### src/rtl/rom_arbiter_if.sv
// Core-side request/response bundle for rom_arbiter: two request ports sharing one
// registered response bus. master = core clients, slave = arbiter.
interface rom_arbiter_if #(
   parameter int AW    = 3,
   parameter int EXTRA = 4
);
   localparam int DW = (2 ** EXTRA) * 8;

   logic [1:0]       req_valid;
   logic [1:0]       req_ready;
   logic [AW:0]      req_addr0;
   logic [AW:0]      req_addr1;
   logic [EXTRA-1:0] req_extra0;
   logic [EXTRA-1:0] req_extra1;
   logic [AW:0]      bound_lo0;
   logic [AW:0]      bound_hi0;
   logic [AW:0]      bound_lo1;
   logic [AW:0]      bound_hi1;
   logic [1:0]       resp_valid;
   logic [1:0]       resp_ready;
   logic [DW-1:0]    resp_data;
   logic             resp_error;

   modport master (
      output req_valid, req_addr0, req_addr1, req_extra0, req_extra1,
             bound_lo0, bound_hi0, bound_lo1, bound_hi1, resp_ready,
      input  req_ready, resp_valid, resp_data, resp_error
   );

   modport slave (
      input  req_valid, req_addr0, req_addr1, req_extra0, req_extra1,
             bound_lo0, bound_hi0, bound_lo1, bound_hi1, resp_ready,
      output req_ready, resp_valid, resp_data, resp_error
   );
endinterface

### src/rtl/rom_arbiter.sv
// Two-port arbiter in front of the single genrom read port, one access in flight.
// ROM_ARB_RR_EN defined: round-robin between ports; undefined: port 0 fixed priority.
module rom_arbiter #(
   parameter int AW    = 3,
   parameter int EXTRA = 4
) (
   input  logic                          clk,
   input  logic                          reset,
   rom_arbiter_if.slave                  bus,
   output logic [AW:0]                   mem_addr,
   output logic [EXTRA-1:0]              mem_extra,
   output logic [AW:0]                   mem_lower_bound,
   output logic [AW:0]                   mem_upper_bound,
   input  logic [((2 ** EXTRA) * 8)-1:0] mem_data,
   input  logic                          mem_error
);
   localparam int DW = (2 ** EXTRA) * 8;

   typedef enum logic [1:0] {IDLE, ADDR, DATA, RESP} state_t;

   state_t        state;
   state_t        state_nxt;
   logic          grant;
   logic          win;
   logic          xfer;
   logic [1:0]    req_ready;
   logic [1:0]    resp_valid;
   logic [DW-1:0] resp_data_q;
   logic          resp_error_q;
`ifdef ROM_ARB_RR_EN
   logic          last_served;
`endif

   // The winner is always a requesting port, so any valid request in IDLE transfers.
   always_comb begin
`ifdef ROM_ARB_RR_EN
      win = (bus.req_valid == 2'b11) ? ~last_served : ~bus.req_valid[0];
`else
      win = ~bus.req_valid[0];
`endif
   end

   always_comb begin
      state_nxt  = state;
      req_ready  = '0;
      resp_valid = '0;
      xfer       = 1'b0;
      case (state)
         IDLE: begin
            if (|bus.req_valid) begin
               req_ready[win] = 1'b1;
               xfer           = 1'b1;
               state_nxt      = ADDR;
            end
         end
         ADDR: state_nxt = DATA;
         DATA: state_nxt = RESP;
         RESP: begin
            resp_valid[grant] = 1'b1;
            if (bus.resp_ready[grant]) state_nxt = IDLE;
         end
         default: state_nxt = IDLE;
      endcase
   end

   assign bus.req_ready  = req_ready;
   assign bus.resp_valid = resp_valid;
   assign bus.resp_data  = resp_data_q;
   assign bus.resp_error = resp_error_q;

   always_ff @(posedge clk) begin
      if (reset) begin
         state           <= IDLE;
         grant           <= 1'b0;
         mem_addr        <= '0;
         mem_extra       <= '0;
         mem_lower_bound <= '0;
         mem_upper_bound <= '0;
         resp_data_q     <= '0;
         resp_error_q    <= 1'b0;
`ifdef ROM_ARB_RR_EN
         last_served     <= 1'b1;
`endif
      end else begin
         state <= state_nxt;
         if (xfer) begin
            grant           <= win;
            mem_addr        <= win ? bus.req_addr1  : bus.req_addr0;
            mem_extra       <= win ? bus.req_extra1 : bus.req_extra0;
            mem_lower_bound <= win ? bus.bound_lo1  : bus.bound_lo0;
            mem_upper_bound <= win ? bus.bound_hi1  : bus.bound_hi0;
`ifdef ROM_ARB_RR_EN
            last_served     <= win;
`endif
         end
         // ROM output is valid in DATA, one cycle after it sampled the ADDR-cycle address.
         if (state == DATA) begin
            resp_data_q  <= mem_data;
            resp_error_q <= mem_error;
         end
      end
   end
endmodule

### src/flat_wrapper.sv
// flat-port wrapper written by rule: the top's interface ports become plain ports
module rom_arbiter_flat 
#(
   parameter int AW    = 3,
   parameter int EXTRA = 4
)
  (clk, reset, mem_addr, mem_extra, mem_lower_bound, mem_upper_bound, mem_data, mem_error, bus_req_valid, bus_req_addr0, bus_req_addr1, bus_req_extra0, bus_req_extra1, bus_bound_lo0, bus_bound_hi0, bus_bound_lo1, bus_bound_hi1, bus_resp_ready, bus_req_ready, bus_resp_valid, bus_resp_data, bus_resp_error);
  rom_arbiter_if #(.AW(AW), .EXTRA(EXTRA)) bus_i ();
  input  logic clk;
  input  logic reset;
  output logic [AW:0] mem_addr;
  output logic [EXTRA-1:0] mem_extra;
  output logic [AW:0] mem_lower_bound;
  output logic [AW:0] mem_upper_bound;
  input  logic [((2 ** EXTRA) * 8)-1:0] mem_data;
  input  logic mem_error;
  input wire logic [$bits(bus_i.req_valid)-1:0] bus_req_valid;
  input wire logic [$bits(bus_i.req_addr0)-1:0] bus_req_addr0;
  input wire logic [$bits(bus_i.req_addr1)-1:0] bus_req_addr1;
  input wire logic [$bits(bus_i.req_extra0)-1:0] bus_req_extra0;
  input wire logic [$bits(bus_i.req_extra1)-1:0] bus_req_extra1;
  input wire logic [$bits(bus_i.bound_lo0)-1:0] bus_bound_lo0;
  input wire logic [$bits(bus_i.bound_hi0)-1:0] bus_bound_hi0;
  input wire logic [$bits(bus_i.bound_lo1)-1:0] bus_bound_lo1;
  input wire logic [$bits(bus_i.bound_hi1)-1:0] bus_bound_hi1;
  input wire logic [$bits(bus_i.resp_ready)-1:0] bus_resp_ready;
  output wire logic [$bits(bus_i.req_ready)-1:0] bus_req_ready;
  output wire logic [$bits(bus_i.resp_valid)-1:0] bus_resp_valid;
  output wire logic [$bits(bus_i.resp_data)-1:0] bus_resp_data;
  output wire logic [$bits(bus_i.resp_error)-1:0] bus_resp_error;
  assign bus_i.req_valid = bus_req_valid;
  assign bus_i.req_addr0 = bus_req_addr0;
  assign bus_i.req_addr1 = bus_req_addr1;
  assign bus_i.req_extra0 = bus_req_extra0;
  assign bus_i.req_extra1 = bus_req_extra1;
  assign bus_i.bound_lo0 = bus_bound_lo0;
  assign bus_i.bound_hi0 = bus_bound_hi0;
  assign bus_i.bound_lo1 = bus_bound_lo1;
  assign bus_i.bound_hi1 = bus_bound_hi1;
  assign bus_i.resp_ready = bus_resp_ready;
  assign bus_req_ready = bus_i.req_ready;
  assign bus_resp_valid = bus_i.resp_valid;
  assign bus_resp_data = bus_i.resp_data;
  assign bus_resp_error = bus_i.resp_error;
  rom_arbiter #(.AW(AW), .EXTRA(EXTRA)) u_core (.clk(clk), .reset(reset), .bus(bus_i), .mem_addr(mem_addr), .mem_extra(mem_extra), .mem_lower_bound(mem_lower_bound), .mem_upper_bound(mem_upper_bound), .mem_data(mem_data), .mem_error(mem_error));
endmodule
### config.mk
export PLATFORM = sky130hd
export DESIGN_NAME = rom_arbiter_flat
export DESIGN_NICKNAME = d
export VERILOG_FILES = /design/src/rtl/rom_arbiter_if.sv /design/src/rtl/rom_arbiter.sv /design/src/flat_wrapper.sv
export SDC_FILE = /design/constraint.sdc
export NUM_CORES = 1
export LEC_CHECK = 0
export BUFFER_PORTS_ARGS = -buffer_cell sky130_fd_sc_hd__buf_2
export CORE_AREA = 2 2 122 124
export DETAILED_ROUTE_END_ITERATION = 10
export DIE_AREA = 0 0 124 126
export GPL_ROUTABILITY_DRIVEN = 1
export PLACE_DENSITY = 0.73
export SYNTH_ARGS = -nofsm -noshare
export SYNTH_HDL_FRONTEND = slang
export SYNTH_SLANG_ARGS = --single-unit
### constraint.sdc
create_clock -name clk -period 1.7 [get_ports clk]
set_input_delay 0.085 -clock clk [delete_from_list [all_inputs] [get_ports clk]]
set_output_delay 0.085 -clock clk [all_outputs]
set_load 0.05 [all_outputs]
---- Word level (Yosys, flattened, before mapping) ----
Index checks and enable logic that the tools add are counted.
storage, ports and cells
  word-level logic and storage cells ...... 41
  register bits after elaboration ......... 148
  input port bits ......................... 167
  output and inout port bits .............. 149
operators by class
  mux-type cells .......................... 18
  reductions and logical operators ........ 5
  equal/unequal tests ..................... 5
  bitwise gates (word level) .............. 1
  magnitude comparators ................... 4
operators by type and width
  cell                  count
  $mux W4               4
  $mux W2               5
  $pmux W2 S4           1
  $mux W1               6
  $eq A2 B2 Y1 const B  2
  $lt A1 B2 Y1 const B  2
  $ne A2 B1 Y1 const B  2
  $demux W1 S1          2
  $eq A2 B1 Y1 const B  1
  $ge A1 B1 Y1 const B  2
  $logic_and A1 B1 Y1   2
  $logic_not A2 Y1      1
  $reduce_and A2 Y1     1
  $reduce_or A2 Y1      1
  $not A1 Y1            1

---- Longest topological paths before layout ----
Gate-level depths: netlist of the first run.
  depth in word-level cells ............... 7
  mapped depth ............................ 7
  gate-level depth less buffers ........... 5

---- Least setup slack after synthesis of the first run ----
Ideal clock, no wire load.
  path type ............................... register to output
  start ................................... register u_core.state[0]
  end ..................................... output bus_req_ready[1]
  data arrival time ....................... 1.307 ns
  path buffers ............................ 0
  path slack .............................. 0.308 ns
  required time ........................... 1.615 ns
  stages on the path, launching flop included .. 5
  cell sequence ........................... dfxtp_1 -> inv_1 -> ha_1 -> nand2_1 -> nor2_1
on the way
  longest elaborated chain between the ends .. 2
ends and longest elaborated chain
  what                    line                source
  from (decl)             rom_arbiter.sv:21   state_t state;
  from (signal assigned)  rom_arbiter.sv:85   state <= state_nxt;
  $logic_not A2 Y1        rom_arbiter.sv:48   case (state)
  $mux W2                 rom_arbiter.sv:48
  to (decl)               flat_wrapper.sv:27  output wire logic [$bits(bus_i.req_ready)-1:0] bus_req_ready;
No other way between the ends.

---- Final worst setup path of the first run ----
  start ................................... register u_core.state[0]
  end ..................................... output bus_req_ready[0]
The elaborated chain is that of the path after synthesis.

==> metrics.md, run 1 <==
| Metric | Value |
|---|---|
| Post CTS Setup Buffer Count | 0 |
| Warning count from the yosys run | 0 |
| Crit. End Element | output port |
| Critical path arrival | 1.49 ns |
| Final ANT Viol Nets | 0 |
| Ports | 316 |
| Htree depth | 4 |
| Leak | 4.31 nW |
| Number of remaining DRC errors | 0 |
| Final Hold Viols | 0 |
| Largest net degree at the start of global routing | 72 |
| Drt pass-1 iters | 4 |
| Dpl hpwl | 10000 µm |
| Vias in the first global route | 5491 |
| Setup CP Type | register to output port |
| Max_cap viols | 0 |
| CORE AREA | 14300 µm² |
| Syn_area_per_cell | 10.7 µm² |
| Least-Margin Pin Slew | 0.333 ns |
| Pwr Total | 14.7 mW |
| Crit path cell chain | inv_1 > ha_2 > and2_1 > clkbuf_4 |
| Die Ht | 126 µm |
| IO Port Bufs | 315 |
| Critical path required time | 1.62 ns |
| Nets | 1123 |
| Storage cell area | 2960 µm² |
| Die area | 15600 µm² |
| Syn Nets | 681 |
| CTS root buf | clkbuf_16 |
| Crit path to | bus_req_ready[0] |
| Drt wl/cell | 14.9 µm |
| Register clock-pin slew on the reported worst setup and hold paths | 0.06 ns |
| GRT Util Overall | 21.1% |
| First-pass GRT wire length | 25600 µm |
| Ys flop type | dfxtp_1 |
| Post-synthesis sequential area ratio | 54.1% |
| CP startpoint | u_core.state[0] |
| Total CTS buffers | 17 |
| Overflow after GRT | 0 |
| Hold crit path type | primary input to register |
| Clock latency on the worst-skew pair | 0.41 ns |
| Layout cells sized above 1 | 37.5% |
| Netlist cell types | 20 |
| Final setup viols | 0 |
| Final worst path period need | 1.57 ns |
| Status | finished clean |
| Setup_tns | 0 ns |
| Clock Skews | 0.00509 ns |
| Vias post-DR | 5289 |
| R2r endpoint | u_core.bus.resp_data[40] |
| Final core utilization | 63.9% |
| Initial antenna violation count | 0 |
| Num Clock Sinks | 148 |
| Yosys reg bits | 148 |
| Max Fanout on Critical Path | 6 |
| Die X | 124 µm |
| Site Rows | 44 |
| Mapped cell area | 5480 µm² |
| Multi-input logic area | 2270 µm² |
| F_max | 0.636 GHz |
| Critical Path Start Type | register |
| Vias per cell | 4.60 |
| Syn Inst Count | 511 |
| Worst r2r src | u_core.state[0] |
| Worst-case clock buffer depth | 2 |
| RSZ-0062 raised after global routing | no |
| Post-synth ARST share | 0% |
| Worst slew margin | 77.8% |
| PwrDens | 1610 nW/µm² |
| R2r worst-path depth | 5 |
| DRT Wirelength | 17100 µm |
| VDD IR-drop max | 0.00118 V |
| Number of synthesized flops with an enable pin | 0 |
| Max Slew Vio Count | 0 |
| CTS tree | yes |
| Worst path max stage delay | 0.31 ns |
| Final Cycle Share | 92.5% |
| Fill cells | 1106 |
| Syn-to-layout area delta | 67.0% |
| RePlAce Congestion | 0.758 |
| Initial Util | 38.3% |
| Antenna diodes | 0 |
| Crit-path slowest cell | dfxtp_1 |
| Flop-to-flop setup slack | 0.23 ns |
| Iter 0 DRT Violations | 199 |
| Worst hold start | bus_bound_lo0[0] |
[critical path: cells and delay by family (launching register included)]
family,cells,cell delay [ns]
adders and majority gates,1,0.25
buffers and inverters,2,0.37
DFF,1,0.31
and+or+nand+nor,1,0.16
[layout make-up]
| cell class | count | area share (%) |
|---|---|---|
| timing repair buffer | 459 | 33.8 |
| sequential | 148 | 32.4 |
| multi-input combinational | 325 | 24.9 |
| clock buffer | 22 | 5.29 |
| tap | 184 | 2.52 |
| clock inverter | 10 | 1.05 |
| inverter | 2 | 0.0821 |
[cells in the mapped netlist (2+ instances only)]
master      n  area [µm²]
a211oi_1   18         135
mux2i_1   147        1470
dfxtp_1   148        2960
buf_6      11         124
inv_1       2        7.51
and2_1      2        12.5
ha_1        3        37.5
nand2b_1    2        12.5
nor2_1    147         552
clkbuf_1   11        41.3
buf_2       7        35.0
buf_4       3        22.5
buf_1       3        11.3
[through the flow]
stage | area [µm²] | instances | setup WS, ns | hold slack (ns)
5_1_grt | 9150 | 1150 | 0.0276 | 0.0171
4_1_cts | 9140 | 1150 | 0.0327 | 0.00127
3_3_place_gp | 7250 | 987 | 0.339 | 0.315
3_5_place_dp | 7250 | 987 | 0.227 | 0.327
6_report | 9150 | 1150 | 0.127 | 0.0160
2_1_floorplan | 5480 | 511 | 0.308 | 0.232
[how the worst min path moves through the flow]
stage | slack [ns] | endpoint | cells past startpoint
5_1_grt | 0.02 | u_core.mem_extra[2] | 2
3_5_place_dp | 0.33 | u_core.bus.resp_data[83] | 3
2_1_floorplan | 0.23 | u_core.bus.resp_data[0] | 2
6_report | 0.02 | u_core.mem_lower_bound[0] | 3
4_1_cts | 0.001 | u_core.mem_upper_bound[2] | 3
3_3_place_gp | 0.32 | u_core.bus.resp_data[94] | 3
[cell usage in the layout (no fill, tap or decap), types with 4 or more instances in the layout]
master and count:
nor2_1 147, buf_12 8, a211oi_1 18, buf_2 312, clkbuf_8 4, clkbuf_16 17
clkinvlp_4 4, dlygate4sd3_1 131, mux2i_1 147, buf_4 6, dfxtp_1 148
[metal layers]
layer / vias to the layer above / part of all wire (%) / global-route usage, %
met5: - / 0 / 0
met4: 0 / 3.8 / 12.0
met3: 54 / 6.7 / 5.62
met2: 247 / 51 / 39.1
met1: 2382 / 38 / 20.8
li1: 2606 / - / -
[repair_timing]
action,in CTS,in global routing
gates resized for setup,0,3
endpoints found under the hold margin,131,0
hold buffers,131,0
setup endpoints to repair,0,2
[logic make-up after synthesis]
logic type / count (synthesis) / synth area share [%]
buffers and inverters: 38 / 4.68
flip-flops: 148 / 54.1
multiplexers: 147 / 26.9
AO/OA/AOI/OAI: 21 / 2.88
adder cells (fa/ha/maj): 3 / 0.685
AND/OR/NAND/NOR: 154 / 10.8
[power by group]
part,switching [mW],internal (mW)
logic,4.31,2.20
clock network,1.47,2.18
registers,0.371,4.19
[state kept, by name (all words and copies together), names as in the netlist]
register / flops
u_core.bus.resp_data: 128
u_core.state: 2
u_core.bus.resp_error: 1
u_core.grant: 1
u_core.mem_upper_bound: 4
u_core.mem_addr: 4
u_core.mem_extra: 4
u_core.mem_lower_bound: 4
No activity file was read; power rests on OpenSTA's default activity.
==> run 2: changes to the inputs <==
--- a/config.mk
+++ b/config.mk
@@ -11,6 +11,7 @@
 export DIE_AREA = 0 0 124 126
 export GPL_ROUTABILITY_DRIVEN = 1
 export PLACE_DENSITY = 0.73
+export REMOVE_ABC_BUFFERS = 1
 export SYNTH_ARGS = -nofsm -noshare
 export SYNTH_HDL_FRONTEND = slang
 export SYNTH_SLANG_ARGS = --single-unit
==> run 2 against run 1 <==
Count of clock-buffer cells in the layout down 2. Via count up 0.49%. Total power up 1.0%. Final cell count down 0.26%. Worst hold slack better by 0.0092 ns. Critical path type unchanged. Largest power group unchanged.
==> metrics.md, run 2 (synthesized netlist as in run 1, its figures left out) <==
| Metric | Value |
|---|---|
| Power share of the sequential group | 30.8% |
| Layout cells sized above 1 | 36.9% |
| Die Ht | 126 µm |
| GRT Util Overall | 20.7% |
| Ports | 316 |
| Worst slew margin | 74.1% |
| Critical path arrival | 1.49 ns |
| Overflow after GRT | 0 |
| DRT Wirelength | 16900 µm |
| Post CTS Setup Buffer Count | 0 |
| Most frequent cells in the layout | buf_2, dfxtp_1, nor2_1, mux2i_1, dlygate4sd3_1 |
| Vias post-DR | 5315 |
| Max Slew Vio Count | 0 |
| Vias in the first global route | 5403 |
| Clock latency on the worst-skew pair | 0.40 ns |
| Vias per cell | 4.63 |
| CTS tree | yes |
| Drt wl/cell | 14.7 µm |
| F_max | 0.634 GHz |
| Fill cells | 1096 |
| Drt pass-1 iters | 6 |
| Nets | 1119 |
| Syn-to-layout area delta | 66.9% |
| R2r endpoint | u_core.bus.resp_data[17] |
| Htree depth | 4 |
| Clock power share | 26.4% |
| CTS root buf | clkbuf_16 |
| Pwr Total | 14.9 mW |
| Initial antenna violation count | 1 |
| PwrDens | 1630 nW/µm² |
| VDD IR-drop max | 0.000885 V |
| Number of remaining DRC errors | 0 |
| Post-DP Area | 7180 µm² |
| Critical Path Start Type | register |
| Least-Margin Pin Slew | 0.389 ns |
| Final Hold Viols | 0 |
| Fin worst setup slack | 0.123 ns |
| Die area | 15600 µm² |
| Register clock-pin slew on the reported worst setup and hold paths | 0.06 ns |
| Die X | 124 µm |
| Gate power share | 42.8% |
| Initial Util | 38.3% |
| CORE AREA | 14300 µm² |
| Crit. End Element | output port |
| Finished Cell Area | 9150 µm² |
| Status | finished clean |
| Worst-case clock buffer depth | 2 |
| Final setup viols | 0 |
| Final Cycle Share | 92.8% |
| Net switching power | 6.09 mW |
| Storage cell area | 2960 µm² |
| Dpl hpwl | 9840 µm |
| RePlAce Congestion | 0.745 |
| Max Fanout on Critical Path | 6 |
| IO Port Bufs | 315 |
| Final worst path period need | 1.58 ns |
| Leak | 4.31 nW |
| DP Worst Slack | 0.273 ns |
| Final Hold Slack | 0.0252 ns |
| Internal Pwr Total | 8.78 mW |
| RSZ-0062 raised after global routing | no |
| Critical path required time | 1.62 ns |
| Clock Skews | 0.00848 ns |
| Multi-input logic area | 2270 µm² |
| Hold crit path type | primary input to register |
| Setup CP Type | register to output port |
| Max_cap viols | 0 |
| Sw Ratio | 40.9% |
| Iter 0 DRT Violations | 174 |
| Worst hold start | bus_bound_hi1[1] |
| Worst r2r src | u_core.state[0] |
| Worst Hold Path Cells | 3 |
| Site Rows | 44 |
| Largest net degree at the start of global routing | 66 |
| Flop-to-flop setup slack | 0.20 ns |
| Commonest non-fill, non-tap cell in the layout | buf_2 |
| Final ANT Viol Nets | 0 |
| Total CTS buffers | 17 |
| First-pass GRT wire length | 25400 µm |
| Num Clock Sinks | 148 |
| Hold endpoint | u_core.mem_upper_bound[1] |
| R2r worst-path depth | 5 |
| Max FFs per register | 128 |
| Setup_tns | 0 ns |
-- run 2: cell types whose count changed in the layout (fill, tap and decap cells not counted), sizes merged --
cell         delta
buf             -6
bufinv          +3
clkinv          +3
clkinvlp        -3
clkbuf          -2
dlygate4sd3     +2
diode           +1
inv             -1
-- run 2: what timing repair did --
item | in CTS | in global routing
gates resized for setup | 0 | 3
hold endpoints to repair | 132 | 0
endpoints found under the setup margin | 0 | 2
hold buffers | 133 | 0
-- run 2: power groups by stage --
| stage | clock, mW | combinational, mW | sequential (mW) |
|---|---|---|---|
| floorplan | 0 | 1.63 | 5.88 |
| CTS | 4.02 | 6.30 | 4.54 |
| finish | 3.93 | 6.36 | 4.57 |
| global route | 4.15 | 6.74 | 4.65 |
| detailed placement | 0 | 6.07 | 4.60 |
| global placement | 0 | 5.99 | 4.58 |
-- run 2: worst max-delay path, cell delays in order (launching register included) --
cell	delay, ns
dfxtp_1	0.31
inv_1	0.13
ha_2	0.25
nand2_1	0.07
nor2_1	0.09
clkbuf_4	0.23
-- run 2: final cells by class --
class                   count  area share, %
well taps                 184           2.52
repair buffers            455           33.3
diodes                      1         0.0274
multi-input cells         325           24.9
clock inverters            12           1.94
flip-flops and latches    148           32.4
inverters                   2         0.0821
clock buffers              20           4.88
-- run 2: worst max path at each step --
| stage | cells past startpoint | endpoint | startpoint |
|---|---|---|---|
| CTS | 4 | bus_req_ready[0] | u_core.state[0] |
| global route | 5 | bus_req_ready[1] | u_core.state[0] |
| global placement | 5 | u_core.bus.resp_data[38] | u_core.state[0] |
| detailed placement | 5 | u_core.bus.resp_data[86] | u_core.state[0] |
| floorplan | 4 | u_core.bus.resp_data[0] | u_core.state[0] |
| finish | 5 | bus_req_ready[1] | u_core.state[0] |
-- run 2: layer usage --
metal | share of wire [%] | routed length (µm) | vias up | track usage, %
met5 | 0 | 0 | - | 0
met4 | 3.1 | 530 | 0 | 10.5
met3 | 8.3 | 1400 | 48 | 6.30
met2 | 50 | 8370 | 248 | 36.8
met1 | 39 | 6610 | 2419 | 21.8
li1 | - | - | 2600 | -
-- run 2: metrics by stage --
stage	cells	utilization, %
2_1_floorplan	475	-
3_3_place_gp	981	50.2
3_5_place_dp	981	50.2
4_1_cts	1146	63.8
5_1_grt	1147	63.9
6_report	1147	63.9
==> run 3: changes to the inputs <==
==> constraint.sdc (replaced) <==
create_clock -name clk -period 1.63 [get_ports clk]
set_input_delay 0.0815 -clock clk [delete_from_list [all_inputs] [get_ports clk]]
set_output_delay 0.0815 -clock clk [all_outputs]
set_load 0.05 [all_outputs]
==> run 3 against run 2 <==
Count of clock-buffer cells in the layout is the same. Routed wire length shrank 0.92%. Largest cell class unchanged. Largest power group unchanged. Critical endpoint is now bus_resp_valid[1]. Via count shrank 1.7%. Worst setup slack lost 0.058 ns. Critical path type unchanged. First-iteration DRC count shrank 12%. Die area is the same. Utilization grew 0.31 points.
==> metrics.md, run 3 (synthesized netlist as in run 1, its figures left out) <==
| Metric | Value |
|---|---|
| CORE AREA | 14300 µm² |
| Clock Skews | 0.00527 ns |
| RSZ-0062 raised after global routing | no |
| F_max | 0.639 GHz |
| Final worst path period need | 1.57 ns |
| Pwr Total | 15.6 mW |
| Drt pass-1 iters | 4 |
| Final Hold Slack | 0.0171 ns |
| Final Hold Viols | 0 |
| RePlAce Congestion | 0.750 |
| Largest net degree at the start of global routing | 54 |
| Max Fanout on Critical Path | 4 |
| Syn-to-layout area delta | 67.7% |
| Max Slew Vio Count | 0 |
| Nets | 1121 |
| Final setup viols | 0 |
| Dpl hpwl | 9750 µm |
| Clock power share | 26.6% |
| Iter 0 DRT Violations | 153 |
| Vias per cell | 4.55 |
| Vias post-DR | 5227 |
| Status | finished clean |
| Leak | 4.33 nW |
| Internal Pwr Total | 9.23 mW |
| Worst hold start | bus_req_extra0[2] |
| R2r endpoint | u_core.bus.resp_data[54] |
| Num Clock Sinks | 148 |
| Critical path arrival | 1.48 ns |
| IO Port Bufs | 315 |
| VDD IR-drop max | 0.000919 V |
| Gate power share | 42.8% |
| Drt wl/cell | 14.6 µm |
| Layout cells sized above 1 | 37.1% |
| DP Worst Slack | 0.192 ns |
| Number of remaining DRC errors | 0 |
| Net switching power | 6.35 mW |
| Initial Util | 38.3% |
| R2r worst-path depth | 5 |
| CTS root buf | clkbuf_16 |
| Most frequent cells in the layout | buf_2, dfxtp_1, nor2_1, mux2i_1, dlygate4sd3_1 |
| First-pass GRT wire length | 26000 µm |
| Critical Path Start Type | register |
| Die Ht | 126 µm |
| Power share of the sequential group | 30.6% |
| Worst slew margin | 71.6% |
| Vias in the first global route | 5541 |
| CTS tree | yes |
| Post CTS Setup Buffer Count | 0 |
| Final Cycle Share | 96.1% |
| Setup CP Type | register to output port |
| Hold crit path type | primary input to register |
| Die X | 124 µm |
| Final ANT Viol Nets | 0 |
| Register clock-pin slew on the reported worst setup and hold paths | 0.06 ns |
| PwrDens | 1700 nW/µm² |
| Fin worst setup slack | 0.0640 ns |
| Worst Hold Path Cells | 3 |
| Sw Ratio | 40.8% |
| Initial antenna violation count | 1 |
| Commonest non-fill, non-tap cell in the layout | buf_2 |
| Max_cap viols | 0 |
| Site Rows | 44 |
| Max FFs per register | 128 |
| Clock latency on the worst-skew pair | 0.41 ns |
| Flop-to-flop setup slack | 0.08 ns |
| Die area | 15600 µm² |
| Hold endpoint | u_core.mem_extra[2] |
| DRT Wirelength | 16800 µm |
| Crit. End Element | output port |
| Critical path required time | 1.55 ns |
| Htree depth | 4 |
| Ports | 316 |
| Worst r2r src | u_core.state[0] |
| Least-Margin Pin Slew | 0.426 ns |
| Overflow after GRT | 0 |
| Worst-case clock buffer depth | 2 |
| Total CTS buffers | 17 |
| GRT Util Overall | 21.2% |
==> run 3: how the worst max path moves through the flow <==
stage                          endpoint  depth (start not counted)            start
2_1_floorplan   u_core.bus.resp_data[0]                          4  u_core.state[0]
3_3_place_gp   u_core.bus.resp_data[30]                          5  u_core.state[0]
3_5_place_dp         u_core.mem_addr[2]                          6  u_core.state[0]
4_1_cts                bus_req_ready[0]                          4  u_core.state[0]
5_1_grt               bus_resp_valid[1]                          3  u_core.state[1]
6_report              bus_resp_valid[1]                          3  u_core.state[1]
==> run 3: worst max-delay path, cell delays in order, from the launching register on <==
cell and delay (ns):
dfxtp_1 0.42, ha_1 0.25, and2_1 0.14, buf_2 0.27
==> run 3: cell type report <==
type	count	area, µm²
fillers	1070	5120
repair buffers	457	3070
flip-flops and latches	148	2960
multi-input cells	325	2280
clock buffers	20	457
well taps	184	230
clock inverters	11	175
inverters	2	7.51
diodes	1	2.50
==> run 3: stage by stage <==
step	instances	instance area, µm²	setup TNS (ns)	utilization [%]
5_1_grt	1148	9190	0	64.2
3_3_place_gp	983	7210	0	50.3
3_5_place_dp	983	7210	0	50.3
6_report	1148	9190	0	64.2
4_1_cts	1147	9180	0	64.1
2_1_floorplan	475	5230	-475.30	-
==> run 3: power by group through the flow <==
stage / logic, mW / clock network [mW] / registers, mW
5_1_grt: 7.10 / 4.40 / 4.84
6_report: 6.67 / 4.15 / 4.76
3_5_place_dp: 6.34 / 0 / 4.79
4_1_cts: 6.59 / 4.24 / 4.73
2_1_floorplan: 1.65 / 0 / 6.07
3_3_place_gp: 6.27 / 0 / 4.77
==> run 3: layer usage <==
layer / GRT usage (%) / share of wire (%) / up-vias
met3: 6.84 / 7.9 / 35
met4: 8.79 / 2.6 / 0
met1: 21.8 / 38 / 2349
li1: - / - / 2610
met5: 0 / 0 / -
met2: 38.8 / 51 / 233
==> run 3: what timing repair did <==
item / CTS / global route
gates cloned: 0 / 0
gates resized for setup: 2 / 2
setup endpoints to repair: 2 / 2
hold buffers: 133 / 0
endpoints found under the hold margin: 133 / 0
